`src/rtl/dm_dump_pkg.sv`:
```
// Shared constants and state encoding for the data-memory dump controller.
// Optional checksum trailer is enabled by defining DM_DUMP_CHKSUM_EN.
package dm_dump_pkg;

  localparam int unsigned DM_MEM_SIZE    = 9;
  localparam int unsigned DM_ADDR_LENGTH = 11;
  localparam int unsigned DM_DATA_LENGTH = 16;
  localparam int unsigned DM_BYTE_WIDTH  = 8;
  localparam int unsigned DM_NBYTES      = DM_DATA_LENGTH / DM_BYTE_WIDTH;
  localparam int unsigned DM_CHK_W       = DM_BYTE_WIDTH;

  // Byte-index counter width; at least one bit even for single-byte words.
  function automatic int unsigned bidx_width(input int unsigned nbytes);
    return (nbytes > 1) ? $clog2(nbytes) : 1;
  endfunction

  typedef enum logic [3:0] {
    ST_IDLE,
    ST_READ,
    ST_LATCH,
    ST_SEND,
    ST_WAIT,
    ST_NEXT,
    ST_FIN
`ifdef DM_DUMP_CHKSUM_EN
    ,
    ST_CHK,
    ST_CHK_WAIT
`endif
  } state_e;

endpackage

```
`src/rtl/dm_dump_ctrl.sv`:
```
// Data-memory dump controller: after a start request, reads every data-memory
// word (address 0..MEM_SIZE-1) and sends it MSB byte first to the UART TX.
// Ports:
//   i_clock, i_reset (sync, active-low)  clock / reset
//   i_start                               dump request, sampled in IDLE only
//   i_Data                                RAM read data (1-cycle latency)
//   i_tx_done                             UART TX byte-finished pulse
//   o_Addr, o_Rd                          RAM address / read enable
//   o_tx_data, o_tx_start                 UART TX byte and load pulse
//   o_busy, o_done                        activity flag / end-of-dump pulse
// Define DM_DUMP_CHKSUM_EN to append an XOR checksum byte after the data.
module dm_dump_ctrl
  import dm_dump_pkg::*;
#(
  parameter int unsigned MEM_SIZE    = DM_MEM_SIZE,
  parameter int unsigned ADDR_LENGTH = DM_ADDR_LENGTH,
  parameter int unsigned DATA_LENGTH = DM_DATA_LENGTH,
  parameter int unsigned BYTE_WIDTH  = DM_BYTE_WIDTH
) (
  input  logic                   i_clock,
  input  logic                   i_reset,
  input  logic                   i_start,
  input  logic [DATA_LENGTH-1:0] i_Data,
  input  logic                   i_tx_done,
  output logic [ADDR_LENGTH-1:0] o_Addr,
  output logic                   o_Rd,
  output logic [BYTE_WIDTH-1:0]  o_tx_data,
  output logic                   o_tx_start,
  output logic                   o_busy,
  output logic                   o_done
);

  localparam int unsigned NBYTES = DATA_LENGTH / 8;
  localparam int unsigned BIDX_W = bidx_width(NBYTES);
  localparam logic [ADDR_LENGTH-1:0] LAST_ADDR = ADDR_LENGTH'(MEM_SIZE - 1);
  localparam logic [BIDX_W-1:0]      LAST_BYTE = BIDX_W'(NBYTES - 1);

  state_e                 state_q, state_d;
  logic [ADDR_LENGTH-1:0] addr_d;
  logic [BIDX_W-1:0]      bidx_q, bidx_d;
  logic [DATA_LENGTH-1:0] word_q, word_d;
  logic [BYTE_WIDTH-1:0]  tx_data_d, send_byte;
  logic [BIDX_W+2:0]      shamt;
  logic                   rd_d, tx_start_d, busy_d, done_d;
`ifdef DM_DUMP_CHKSUM_EN
  logic [DM_CHK_W-1:0]    chk_q, chk_d;
`endif

  // Byte selected for the next SEND, MSB first.
  assign shamt     = {LAST_BYTE - bidx_d, 3'b000};
  assign send_byte = BYTE_WIDTH'(word_q >> shamt);

  // Next-state and next-output logic; outputs are registered from the next state.
  always_comb begin
    state_d   = state_q;
    addr_d    = o_Addr;
    bidx_d    = bidx_q;
    word_d    = word_q;
    tx_data_d = o_tx_data;
`ifdef DM_DUMP_CHKSUM_EN
    chk_d     = chk_q;
`endif

    case (state_q)
      ST_IDLE: begin
        if (i_start) begin
          state_d = ST_READ;
          addr_d  = '0;
          bidx_d  = '0;
`ifdef DM_DUMP_CHKSUM_EN
          chk_d   = '0;
`endif
        end
      end
      // RAM data is valid at the edge leaving READ and is zeroed once o_Rd
      // drops, so the word is captured on the READ->LATCH transition.
      ST_READ: begin
        state_d = ST_LATCH;
        word_d  = i_Data;
      end
      ST_LATCH: state_d = ST_SEND;
      ST_SEND:  state_d = ST_WAIT;
      ST_WAIT: begin
        if (i_tx_done) begin
          if (bidx_q != LAST_BYTE) begin
            bidx_d  = bidx_q + BIDX_W'(1);
            state_d = ST_SEND;
          end else begin
            state_d = ST_NEXT;
          end
        end
      end
      ST_NEXT: begin
        bidx_d = '0;
        if (o_Addr == LAST_ADDR) begin
`ifdef DM_DUMP_CHKSUM_EN
          state_d = ST_CHK;
`else
          state_d = ST_FIN;
`endif
        end else begin
          addr_d  = o_Addr + ADDR_LENGTH'(1);
          state_d = ST_READ;
        end
      end
`ifdef DM_DUMP_CHKSUM_EN
      ST_CHK: state_d = ST_CHK_WAIT;
      ST_CHK_WAIT: begin
        if (i_tx_done) state_d = ST_FIN;
      end
`endif
      ST_FIN:  state_d = ST_IDLE;
      default: state_d = ST_IDLE;
    endcase

    rd_d       = (state_d == ST_READ);
    tx_start_d = (state_d == ST_SEND);
    busy_d     = (state_d != ST_IDLE);
    done_d     = (state_d == ST_FIN);

    if (state_d == ST_SEND) begin
      tx_data_d = send_byte;
`ifdef DM_DUMP_CHKSUM_EN
      chk_d     = chk_q ^ send_byte;
`endif
    end
`ifdef DM_DUMP_CHKSUM_EN
    if (state_d == ST_CHK) begin
      tx_data_d  = chk_q;
      tx_start_d = 1'b1;
    end
`endif
  end

  // State and output registers.
  always_ff @(posedge i_clock) begin
    if (!i_reset) begin
      state_q    <= ST_IDLE;
      o_Addr     <= '0;
      bidx_q     <= '0;
      word_q     <= '0;
      o_tx_data  <= '0;
      o_Rd       <= 1'b0;
      o_tx_start <= 1'b0;
      o_busy     <= 1'b0;
      o_done     <= 1'b0;
`ifdef DM_DUMP_CHKSUM_EN
      chk_q      <= '0;
`endif
    end else begin
      state_q    <= state_d;
      o_Addr     <= addr_d;
      bidx_q     <= bidx_d;
      word_q     <= word_d;
      o_tx_data  <= tx_data_d;
      o_Rd       <= rd_d;
      o_tx_start <= tx_start_d;
      o_busy     <= busy_d;
      o_done     <= done_d;
`ifdef DM_DUMP_CHKSUM_EN
      chk_q      <= chk_d;
`endif
    end
  end

endmodule
```
`config.mk`:
```
export PLATFORM = sky130hd
export DESIGN_NAME = dm_dump_ctrl
export DESIGN_NICKNAME = d
export VERILOG_FILES = /design/src/rtl/dm_dump_pkg.sv /design/src/rtl/dm_dump_ctrl.sv
export SDC_FILE = /design/constraint.sdc
export NUM_CORES = 1
export LEC_CHECK = 0
export ABC_AREA = 0
export CAP_MARGIN = 20
export CORE_AREA = 2 2 66 68
export CTS_BUF_LIST = sky130_fd_sc_hd__clkbuf_4
export DETAILED_ROUTE_END_ITERATION = 8
export DIE_AREA = 0 0 68 70
export PLACE_DENSITY_LB_ADDON = 0.08
export SETUP_SLACK_MARGIN = 0.05
export SLEW_MARGIN = 5
export SYNTH_ARGS = -nofsm -noshare
export SYNTH_HDL_FRONTEND = slang
export SYNTH_SLANG_ARGS = --single-unit
```
`constraint.sdc`:
```
create_clock -name i_clock -period 2.2 [get_ports i_clock]
set_clock_uncertainty 0.1 [all_clocks]
set_input_delay 0.33 -clock i_clock [delete_from_list [all_inputs] [get_ports i_clock]]
set_output_delay 0.33 -clock i_clock [all_outputs]
set_load 0.03 [all_outputs]
```
==> results of run 1 <==
-- layout make-up --
| type | count | area (um2) |
|---|---|---|
| inverter | 7 | 26.28 |
| multi-input combinational | 159 | 1070 |
| timing repair buffer | 53 | 515.5 |
| sequential | 44 | 880.8 |
| fill | 387 | 1530 |
| clock buffer | 5 | 37.54 |
| clock inverter | 3 | 18.77 |
| tap | 52 | 65.06 |
-- metal layers --
layer	wire length, um	GRT usage (%)	vias up
li1	-	-	852
met1	1797	25.05	774
met2	2162	31.28	42
met3	188	5.314	6
met4	60	5.333	0
met5	0	0	-
-- power by group through the flow --
| stage | registers [mW] | logic, mW | clock network, mW |
|---|---|---|---|
| after floorplan | 0.834 | 0.0518 | 0 |
| after global placement | 0.831 | 0.111 | 0 |
| after detailed placement | 0.830 | 0.111 | 0 |
| after CTS | 0.813 | 0.112 | 0.405 |
| after global routing | 0.815 | 0.122 | 0.445 |
| final | 0.813 | 0.111 | 0.388 |
-- worst max-delay path by stage --
stage / start / endpoint / slack (ns) / depth (start not counted)
after floorplan: o_Addr[0]$_SDFFE_PN0P_ / o_Addr[9]$_SDFFE_PN0P_ / 0.20 / 7
after global placement: i_start / o_tx_data[2]$_SDFFE_PN0N_ / 0.08 / 6
after detailed placement: i_start / o_tx_data[2]$_SDFFE_PN0N_ / 0.04 / 6
after CTS: o_Addr[4]$_SDFFE_PN0P_ / o_Addr[4] / 0.17 / 1
after global routing: o_Addr[4]$_SDFFE_PN0P_ / o_Addr[4] / 0.11 / 1
final: o_Addr[4]$_SDFFE_PN0P_ / o_Addr[4] / 0.18 / 1
-- cells in the final DEF (no fill, tap or decap), types with 3 or more instances in the layout --
cell type        instances
a21oi_1                 28
buf_4                   10
clkbuf_4                 5
clkdlybuf4s50_1         42
dfxtp_1                 44
inv_1                    6
mux2i_1                  8
nand2_1                 37
nand3_1                  3
nor2_1                  21
nor3_1                   4
nor3b_1                  3
o21ai_0                  8
xnor2_1                  4
xor2_1                   4
-- registers in the layout, indices dropped and copies added, names as in the netlist --
signal and count:
o_tx_start 1, o_Addr 11, o_busy 1, o_tx_data 8, word_q 16, o_done 1
o_Rd 1, state_q 4, bidx_q 1
-- cell families after synthesis --
| group | Yosys count | synth area share [%] |
|---|---|---|
| AO/OA/AOI/OAI | 51 | 16.76 |
| XOR/XNOR | 8 | 3.400 |
| adder cells (fa/ha/maj) | 2 | 1.214 |
| buffers and inverters | 18 | 5.342 |
| flip-flops | 44 | 42.74 |
| multiplexers | 9 | 4.432 |
| other | 1 | 0.1820 |
| AND/OR/NAND/NOR | 88 | 25.93 |
-- stage by stage --
| stage | hold slack [ns] | instances |
|---|---|---|
| final | 0.3622 | 323 |
| after global routing | 0.3788 | 323 |
| after CTS | 0.3643 | 323 |
| after detailed placement | 0.3463 | 315 |
| after global placement | 0.3427 | 315 |
| after floorplan | 0.3357 | 221 |
==> out/results.ini, run 1 <==
[drt]
drtAntennaViolNets = 0
route.detailed.drc = 0
drt-initial-drc-count = 75
drt-vias-per-instance = 5.183
routedWlPerCell_um = 13.03
wl_um = 4209
via_count = 1674
dr.pass1.iters = 4

[sta]
rsz0062_at_grt = no
setup_tns_ns = 0
tightestPinTransition_ns = 0.5326
timing.final.ws_setup_ns = 0.1803
finalCritPeriodShare_pct = 91.81
slew_violations = 0
setup_viol_count_final = 0
max_freq_mhz = 495.1
finalHoldViolations = 0
min_period_ns = 2.020
relSlewSlack_pct = 64.40

[synth]
yosys.area.top_type = dfxtp_1
synth.most_common_cell = dfxtp_1
synth.cell_area_um2 = 2061
synthesis.instances = 221
ys_async_sr_fraction_pct = 0
yosysSeqAreaShare_pct = 42.74
yosysTopAreaCellShare_pct = 42.74
synth-seq-cells = 44
ys_warn_count = 0
synth.distinct_cells = 47
syn_nets = 243
syn_avg_cell_area_um2 = 9.325
synth_area_leaders = dfxtp_1, a21oi_1, nand2_1
yosys_most_used_dff = dfxtp_1
synth_edf_count = 0
synthTopCellsByCount = dfxtp_1, nand2_1, a21oi_1, nor2_1

[status]
status = finished, final reports clean

[cells_and_area]
drive_gt1_share_pct = 13.65
final_area_um2 = 2614
utilization_pct = 63.07
fin_nets = 292
syn2layout_area_growth_pct = 26.84
diodes = 0

[place]
gp_congestion = 0.7813
io_buffer_count = 42
place_area_um2 = 2557
dpl_worst_slack_ns = 0.03910
dp_hpwl_um = 3105

[power_and_ir_drop]
swShare_pct = 24.87
combPwrFrac_pct = 8.5
vdd_drop_max_mv = 0.3388
p_int_mw = 0.9856
p_leak_nw = 0.8651
pwr-share-seq_pct = 62.0
p_switching_mw = 0.3262
p_per_area_nw_per_um2 = 501.9
clkPwrFrac_pct = 29.6
report.power.total_mw = 1.312

[clocking]
cts_resized = 0
clockBufferDepth = 2
numCtsBuffers = 5
clock_sinks = 44
cts_root_buf = clkbuf_4
clock_latency_ns = 0.36
cts_hold_buf = 0
h-tree-depth = 2
clkTransAtPathRegs_ns = 0.13
cts_setup_buffers = 0
cts_tree = yes

[die]
die-area_um2 = 4760
dieWidth_um = 68
io_pins = 43
initial_core_util_pct = 49.73
die_h_um = 70
coreArea_um2 = 4144
num_rows = 24

[worst_setup_path]
crit_path_cell_trace = clkdlybuf4s50_1
r2r_start = state_q[2]$_SDFF_PN0_
r2r_end = o_tx_data[2]$_SDFFE_PN0N_
end_kind = output port
critPathBufInv = 1
reg2reg_slack_ns = 0.25
crit_fanout = 6
path_class = reg2out
max_stage_delay_ns = 0.73
worstPathArrival_ns = 1.59
path_delay_family = buffers and inverters
critical_path_required_ns = 1.77
start_kind = flip-flop
slowest_stage = clkdlybuf4s50_1
r2r_cells = 6

[hold_path]
min_to = word_q[3]$_SDFFE_PN0P_
hp-start = word_q[3]$_SDFFE_PN0P_
hold_class = reg2reg
min_path_cells = 2

[grt]
grt_pass1_wl_um = 6920
overflow = 0
grt_start_max_net_pins = 20
grt_pass1_vias = 1485
antenna_found_initial = 0
grtUsageTotal_pct = 19.39

[run]
maxCapViolCount = 0

No activity file was read; power rests on OpenSTA's default activity.
==> run 2: changes to the inputs <==
Settings changed: CORE_AREA 2 2 66 68 to 4 4 68 70, DIE_AREA 0 0 68 70 to 0 0 72 74, GPL_ROUTABILITY_DRIVEN set to 0, GPL_TIMING_DRIVEN set to 0.
==> run 2 against run 1 <==
Net effect:
- sequential share of layout area is 0.13 points lower
- clock power rose by 29%
- first-iteration DRC count down 4.0%
- register-to-register slack is essentially flat
- via count fell by 0.66%
- maximum frequency grew 0.39%
- flip-flop and latch count unchanged
- final area increased by 0.38%
- core utilization up 3.0 points
- non-clock buffer count is the same
- critical endpoint unchanged
- highest routed layer unchanged
==> out/results.ini, run 2 (synthesized netlist as in run 1, its figures left out) <==
[run]
maxCapViolCount = 0  ; unchanged

[cells_and_area]
final_cell_mix = dfxtp_1, clkdlybuf4s50_1, nand2_1  ; unchanged
stdcell_count = 321  ; was 323
drive_gt1_share_pct = 12.92  ; was 13.65%
syn2layout_area_growth_pct = 27.32  ; was 26.84%
layout_commonest_cell = dfxtp_1  ; unchanged
fin_nets = 292  ; unchanged
diodes = 0  ; unchanged
largestRegisters = word_q x16, o_Addr x11, o_tx_data x8  ; unchanged
utilization_pct = 66.07  ; was 63.07%
largest_reg_flops = 16  ; unchanged
regMostFlops = word_q  ; unchanged

[die]
initial_core_util_pct = 51.89  ; was 49.73%
coreArea_um2 = 3971  ; was 4144 um2
die_h_um = 74  ; was 70 um
die-area_um2 = 5328  ; was 4760 um2
num_rows = 23  ; was 24
io_pins = 43  ; unchanged
dieWidth_um = 72  ; was 68 um

[clocking]
clockBufferDepth = 2  ; unchanged
h-tree-depth = 2  ; unchanged
cts_hold_buf = 0  ; unchanged
cts_setup_buffers = 0  ; unchanged
cts_resized = 0  ; unchanged
clkTransAtPathRegs_ns = 0.12  ; was 0.13 ns
clock_latency_ns = 0.35  ; was 0.36 ns
cts_tree = yes  ; unchanged
clock_sinks = 44  ; unchanged
numCtsBuffers = 5  ; unchanged
cts_root_buf = clkbuf_4  ; unchanged

[worst_setup_path]
max_stage_delay_ns = 0.73  ; about the same
reg2reg_slack_ns = 0.26  ; was 0.25 ns
path_depth = 1  ; unchanged
end_kind = output port  ; unchanged
start_kind = flip-flop  ; unchanged
startpoint = o_Addr[4]$_SDFFE_PN0P_  ; unchanged
crit_end = o_Addr[4]  ; unchanged
critPathBufInv = 1  ; unchanged
critical_path_required_ns = 1.77  ; about the same
crit_fanout = 6  ; unchanged
r2r_cells = 8  ; was 6
r2r_start = o_Addr[0]$_SDFFE_PN0P_  ; was state_q[2]$_SDFF_PN0_
worstPathArrival_ns = 1.58  ; was 1.59 ns
crit_path_cell_trace = clkdlybuf4s50_1  ; unchanged
slowest_stage = clkdlybuf4s50_1  ; unchanged
r2r_end = o_tx_data[6]$_SDFFE_PN0N_  ; was o_tx_data[2]$_SDFFE_PN0N_
path_class = reg2out  ; unchanged
path_delay_family = buffers and inverters  ; unchanged

[sta]
min_period_ns = 2.012  ; was 2.020 ns
finalHoldViolations = 0  ; unchanged
tightestPinTransition_ns = 0.5241  ; was 0.5326 ns
finalCritPeriodShare_pct = 91.45  ; was 91.81%
slew_violations = 0  ; unchanged
relSlewSlack_pct = 64.95  ; was 64.40%
rsz0062_at_grt = no  ; unchanged
setup_viol_count_final = 0  ; unchanged
timing.final.ws_setup_ns = 0.1881  ; was 0.1803 ns
max_freq_mhz = 497.0  ; was 495.1 MHz

[place]
dp.cells = 313  ; was 315
dp_hpwl_um = 3083  ; was 3105 um
io_buffer_count = 42  ; unchanged
dpl_worst_slack_ns = -0.08660  ; was 0.03910 ns

[drt]
routedWlPerCell_um = 12.83  ; was 13.03 um
drt-vias-per-instance = 5.181  ; was 5.183
drt-initial-drc-count = 72  ; was 75
route.detailed.drc = 0  ; unchanged
via_count = 1663  ; was 1,674
drtAntennaViolNets = 0  ; unchanged
wl_um = 4119  ; was 4209 um
dr.pass1.iters = 4  ; unchanged

[grt]
overflow = 0  ; unchanged
grt_start_max_net_pins = 14  ; was 20
grt_pass1_vias = 1517  ; was 1,485
grtUsageTotal_pct = 16.56  ; was 19.39%
antenna_found_initial = 0  ; unchanged
grt_pass1_wl_um = 6879  ; was 6920 um

[status]
status = finished, final reports clean  ; unchanged

[hold_path]
hold_class = reg2reg  ; unchanged

[power_and_ir_drop]
report.power.total_mw = 1.425  ; was 1.312 mW
p_leak_nw = 0.8754  ; was 0.8651 nW
vdd_drop_max_mv = 0.3784  ; was 0.3388 mV
p_per_area_nw_per_um2 = 542.9  ; was 501.9 nW/um2

==> run 2: area by class of cell <==
| class | instances | area, um2 |
|---|---|---|
| Fill cell | 339 | 1348 |
| Timing Repair Buffer | 42 | 420.4 |
| Multi-Input combinational cell | 159 | 1070 |
| Inverter | 7 | 26.28 |
| Clock buffer | 6 | 45.04 |
| Clock inverter | 2 | 35.03 |
| Buffer | 11 | 83.83 |
| Tap cell | 50 | 62.56 |
| Sequential cell | 44 | 880.8 |
==> run 2: where the power goes <==
group / leakage (nW) / internal, mW / switching (mW)
Clock: 0.0456 / 0.251 / 0.250
Sequential: 0.355 / 0.805 / 0.00408
Combinational: 0.474 / 0.0592 / 0.0550
==> run 2: how the worst min path moves through the flow <==
stage                            startpoint                       to  slack (ns)  cells past startpoint
floorplan           word_q[10]$_SDFFE_PN0P_  word_q[10]$_SDFFE_PN0P_        0.34                      2
global placement     word_q[3]$_SDFFE_PN0P_   word_q[3]$_SDFFE_PN0P_        0.34                      2
detailed placement   word_q[6]$_SDFFE_PN0P_   word_q[6]$_SDFFE_PN0P_        0.35                      2
CTS                  word_q[6]$_SDFFE_PN0P_   word_q[6]$_SDFFE_PN0P_        0.37                      2
global route         word_q[6]$_SDFFE_PN0P_   word_q[6]$_SDFFE_PN0P_        0.38                      2
finish               word_q[0]$_SDFFE_PN0P_   word_q[0]$_SDFFE_PN0P_        0.36                      2
==> run 2: through the flow <==
step                      setup TNS [ns]  cell area, um2  hold slack, ns
after floorplan                        0            2061          0.3357
after global placement           -0.2168            2544          0.3429
after detailed placement         -0.2939            2544          0.3477
after CTS                              0            2624          0.3654
after global routing                   0            2624          0.3838
final                                  0            2624          0.3632
==> run 2: layer usage <==
metal,vias up,share of wire [%],global-route usage [%]
met5,-,0,0
met4,0,1.7,5.637
met3,7,5.1,4.865
met2,36,44,25.20
met1,765,49,22.61
li1,855,-,-
==> run 3: changes to the inputs <==
Settings changed: CAP_MARGIN 20 to unset, CORE_AREA 4 4 68 70 to 4 4 78 80, DIE_AREA 0 0 72 74 to 0 0 82 84.
==> run 3 against run 2 <==
Net effect:
- core utilization decreased by 17 points
- clock power up 2%
- setup slack better by 0.026 ns
- combinational power hardly changed
- via count decreased by 2.5%
- cell count grew 6.9%
- maximum frequency grew 1.3%
- critical endpoint unchanged
- highest routed layer unchanged
==> out/results.ini, run 3 (synthesized netlist as in run 1, its figures left out) <==
[drt]
drtAntennaViolNets = 0  ; unchanged
routedWlPerCell_um = 12.88  ; was 12.83 um
route.detailed.drc = 0  ; unchanged
drt-initial-drc-count = 73  ; was 72
via_count = 1621  ; was 1,663
dr.pass1.iters = 4  ; unchanged
wl_um = 4418  ; was 4119 um
drt-vias-per-instance = 4.726  ; was 5.181

[worst_setup_path]
path_delay_family = buffers and inverters  ; unchanged
path_class = reg2out  ; unchanged
reg2reg_slack_ns = 0.29  ; was 0.26 ns
critPathBufInv = 1  ; unchanged
crit_fanout = 6  ; unchanged
slowest_stage = clkdlybuf4s50_1  ; unchanged
crit_path_cell_trace = clkdlybuf4s50_1  ; unchanged
r2r_end = o_tx_data[6]$_SDFFE_PN0N_  ; unchanged
max_stage_delay_ns = 0.73  ; about the same
worstPathArrival_ns = 1.56  ; was 1.58 ns
r2r_start = o_Addr[0]$_SDFFE_PN0P_  ; unchanged
end_kind = output port  ; unchanged
critical_path_required_ns = 1.77  ; about the same
r2r_cells = 8  ; unchanged
start_kind = flip-flop  ; unchanged

[power_and_ir_drop]
clkPwrFrac_pct = 35.5  ; was 35.2%
p_leak_nw = 0.8754  ; unchanged
p_int_mw = 1.116  ; was 1.115 mW
combPwrFrac_pct = 8.0  ; about the same
vdd_drop_max_mv = 0.2939  ; was 0.3784 mV
p_switching_mw = 0.3185  ; was 0.3093 mW
pwr-share-seq_pct = 56.5  ; was 56.8%
swShare_pct = 22.21  ; was 21.71%
p_per_area_nw_per_um2 = 540.9  ; was 542.9 nW/um2

[cells_and_area]
drive_gt1_share_pct = 12.92  ; unchanged
largestRegisters = word_q x16, o_Addr x11, o_tx_data x8  ; unchanged
fin_nets = 292  ; unchanged
utilization_pct = 49.05  ; was 66.07%
regMostFlops = word_q  ; unchanged
final_area_um2 = 2651  ; was 2624 um2
layout_commonest_cell = dfxtp_1  ; unchanged
fillers = 554  ; was 339
syn2layout_area_growth_pct = 28.66  ; was 27.32%
diodes = 0  ; unchanged
final_cell_mix = dfxtp_1, clkdlybuf4s50_1, nand2_1  ; unchanged
largest_reg_flops = 16  ; unchanged

[grt]
grt_pass1_wl_um = 7458  ; was 6879 um
antenna_found_initial = 0  ; unchanged
overflow = 0  ; unchanged
grt_pass1_vias = 1521  ; was 1,517
grtUsageTotal_pct = 14.02  ; was 16.56%
grt_start_max_net_pins = 14  ; unchanged

[sta]
slew_violations = 0  ; unchanged
min_period_ns = 1.986  ; was 2.012 ns
hold_slack_ns = 0.3631  ; was 0.3632 ns
rsz0062_at_grt = no  ; unchanged
setup_tns_ns = 0  ; unchanged
tightestPinTransition_ns = 0.5397  ; was 0.5241 ns
max_freq_mhz = 503.6  ; was 497.0 MHz
setup_viol_count_final = 0  ; unchanged
finalCritPeriodShare_pct = 90.26  ; was 91.45%
relSlewSlack_pct = 63.90  ; was 64.95%
finalHoldViolations = 0  ; unchanged

[status]
status = finished, final reports clean  ; unchanged

[die]
coreArea_um2 = 5405  ; was 3971 um2
die-area_um2 = 6888  ; was 5328 um2
initial_core_util_pct = 38.12  ; was 51.89%
io_pins = 43  ; unchanged
dieWidth_um = 82  ; was 72 um
die_h_um = 84  ; was 74 um
num_rows = 27  ; was 23

[clocking]
clockBufferDepth = 2  ; unchanged
clock_latency_ns = 0.35  ; about the same
cts_hold_buf = 0  ; unchanged
cts_resized = 0  ; unchanged
clkTransAtPathRegs_ns = 0.12  ; about the same
clock_sinks = 44  ; unchanged
cts_tree = yes  ; unchanged
numCtsBuffers = 5  ; unchanged
cts_root_buf = clkbuf_4  ; unchanged
h-tree-depth = 2  ; unchanged
cts_setup_buffers = 0  ; unchanged

[hold_path]
hp-start = word_q[6]$_SDFFE_PN0P_  ; was word_q[0]$_SDFFE_PN0P_
min_path_cells = 2  ; unchanged
hold_class = reg2reg  ; unchanged
min_to = word_q[6]$_SDFFE_PN0P_  ; was word_q[0]$_SDFFE_PN0P_

[place]
io_buffer_count = 42  ; unchanged
dp_hpwl_um = 3224  ; was 3083 um
place_area_um2 = 2571  ; was 2544 um2

[run]
maxCapViolCount = 0  ; unchanged

[run 3: cell counts in the layout (fill, tap and decap cells not counted)]
No cell type changed its count.
[run 3: per-stage QoR]
stage	total power [mW]	setup WS, ns	std cells
2_1_floorplan	0.8858	0.2011	221
3_3_place_gp	0.9435	-0.08759	335
3_5_place_dp	0.9435	-0.06993	335
4_1_cts	1.459	0.1838	343
5_1_grt	1.503	0.08264	343
6_report	1.434	0.2143	343
[run 3: worst max path at each step]
stage                                       from                         to  slack [ns]  cells past startpoint
after floorplan           o_Addr[0]$_SDFFE_PN0P_     o_Addr[9]$_SDFFE_PN0P_        0.20                      7
after global placement                   i_start  o_tx_data[7]$_SDFFE_PN0N_       -0.09                      6
after detailed placement                 i_start  o_tx_data[7]$_SDFFE_PN0N_       -0.07                      6
after CTS                 o_Addr[4]$_SDFFE_PN0P_                  o_Addr[4]        0.18                      1
after global routing      o_Addr[0]$_SDFFE_PN0P_  o_tx_data[6]$_SDFFE_PN0N_        0.08                      8
final                     o_Addr[4]$_SDFFE_PN0P_                  o_Addr[4]        0.21                      1
[run 3: final cells by class]
cell class,instances,area [um2],share of cell area [%]
plain buffers,11,83.83,3.162
clock buffers,6,45.04,1.699
well taps,72,90.09,3.398
inverters,7,26.28,0.9910
flip-flops and latches,44,880.8,33.22
repair buffers,42,420.4,15.86
clock inverters,2,35.03,1.321
multi-input cells,159,1070,40.35
[run 3: power groups by stage]
| stage | clock network [mW] | logic, mW | registers, mW |
|---|---|---|---|
| final | 0.509 | 0.115 | 0.810 |
| after floorplan | 0 | 0.0518 | 0.834 |
| after CTS | 0.532 | 0.117 | 0.810 |
| after global placement | 0 | 0.116 | 0.828 |
| after detailed placement | 0 | 0.116 | 0.828 |
| after global routing | 0.567 | 0.125 | 0.812 |
[run 3: metal layers]
| layer | global-route usage [%] | wire (um) |
|---|---|---|
| met5 | 0 | 0 |
| met1 | 20.49 | 2323 |
| met3 | 3.780 | 189 |
| met2 | 19.69 | 1839 |
| met4 | 4.532 | 67 |
[run 3: worst reg2reg max path: stages (launching register included)]
cell	delay [ns]
dfxtp_1	0.36
inv_1	0.10
ha_1	0.14
nor2b_1	0.31
nand4_4	0.19
a21boi_4	0.29
buf_6	0.18
o21ai_2	0.06
a21oi_1	0.11
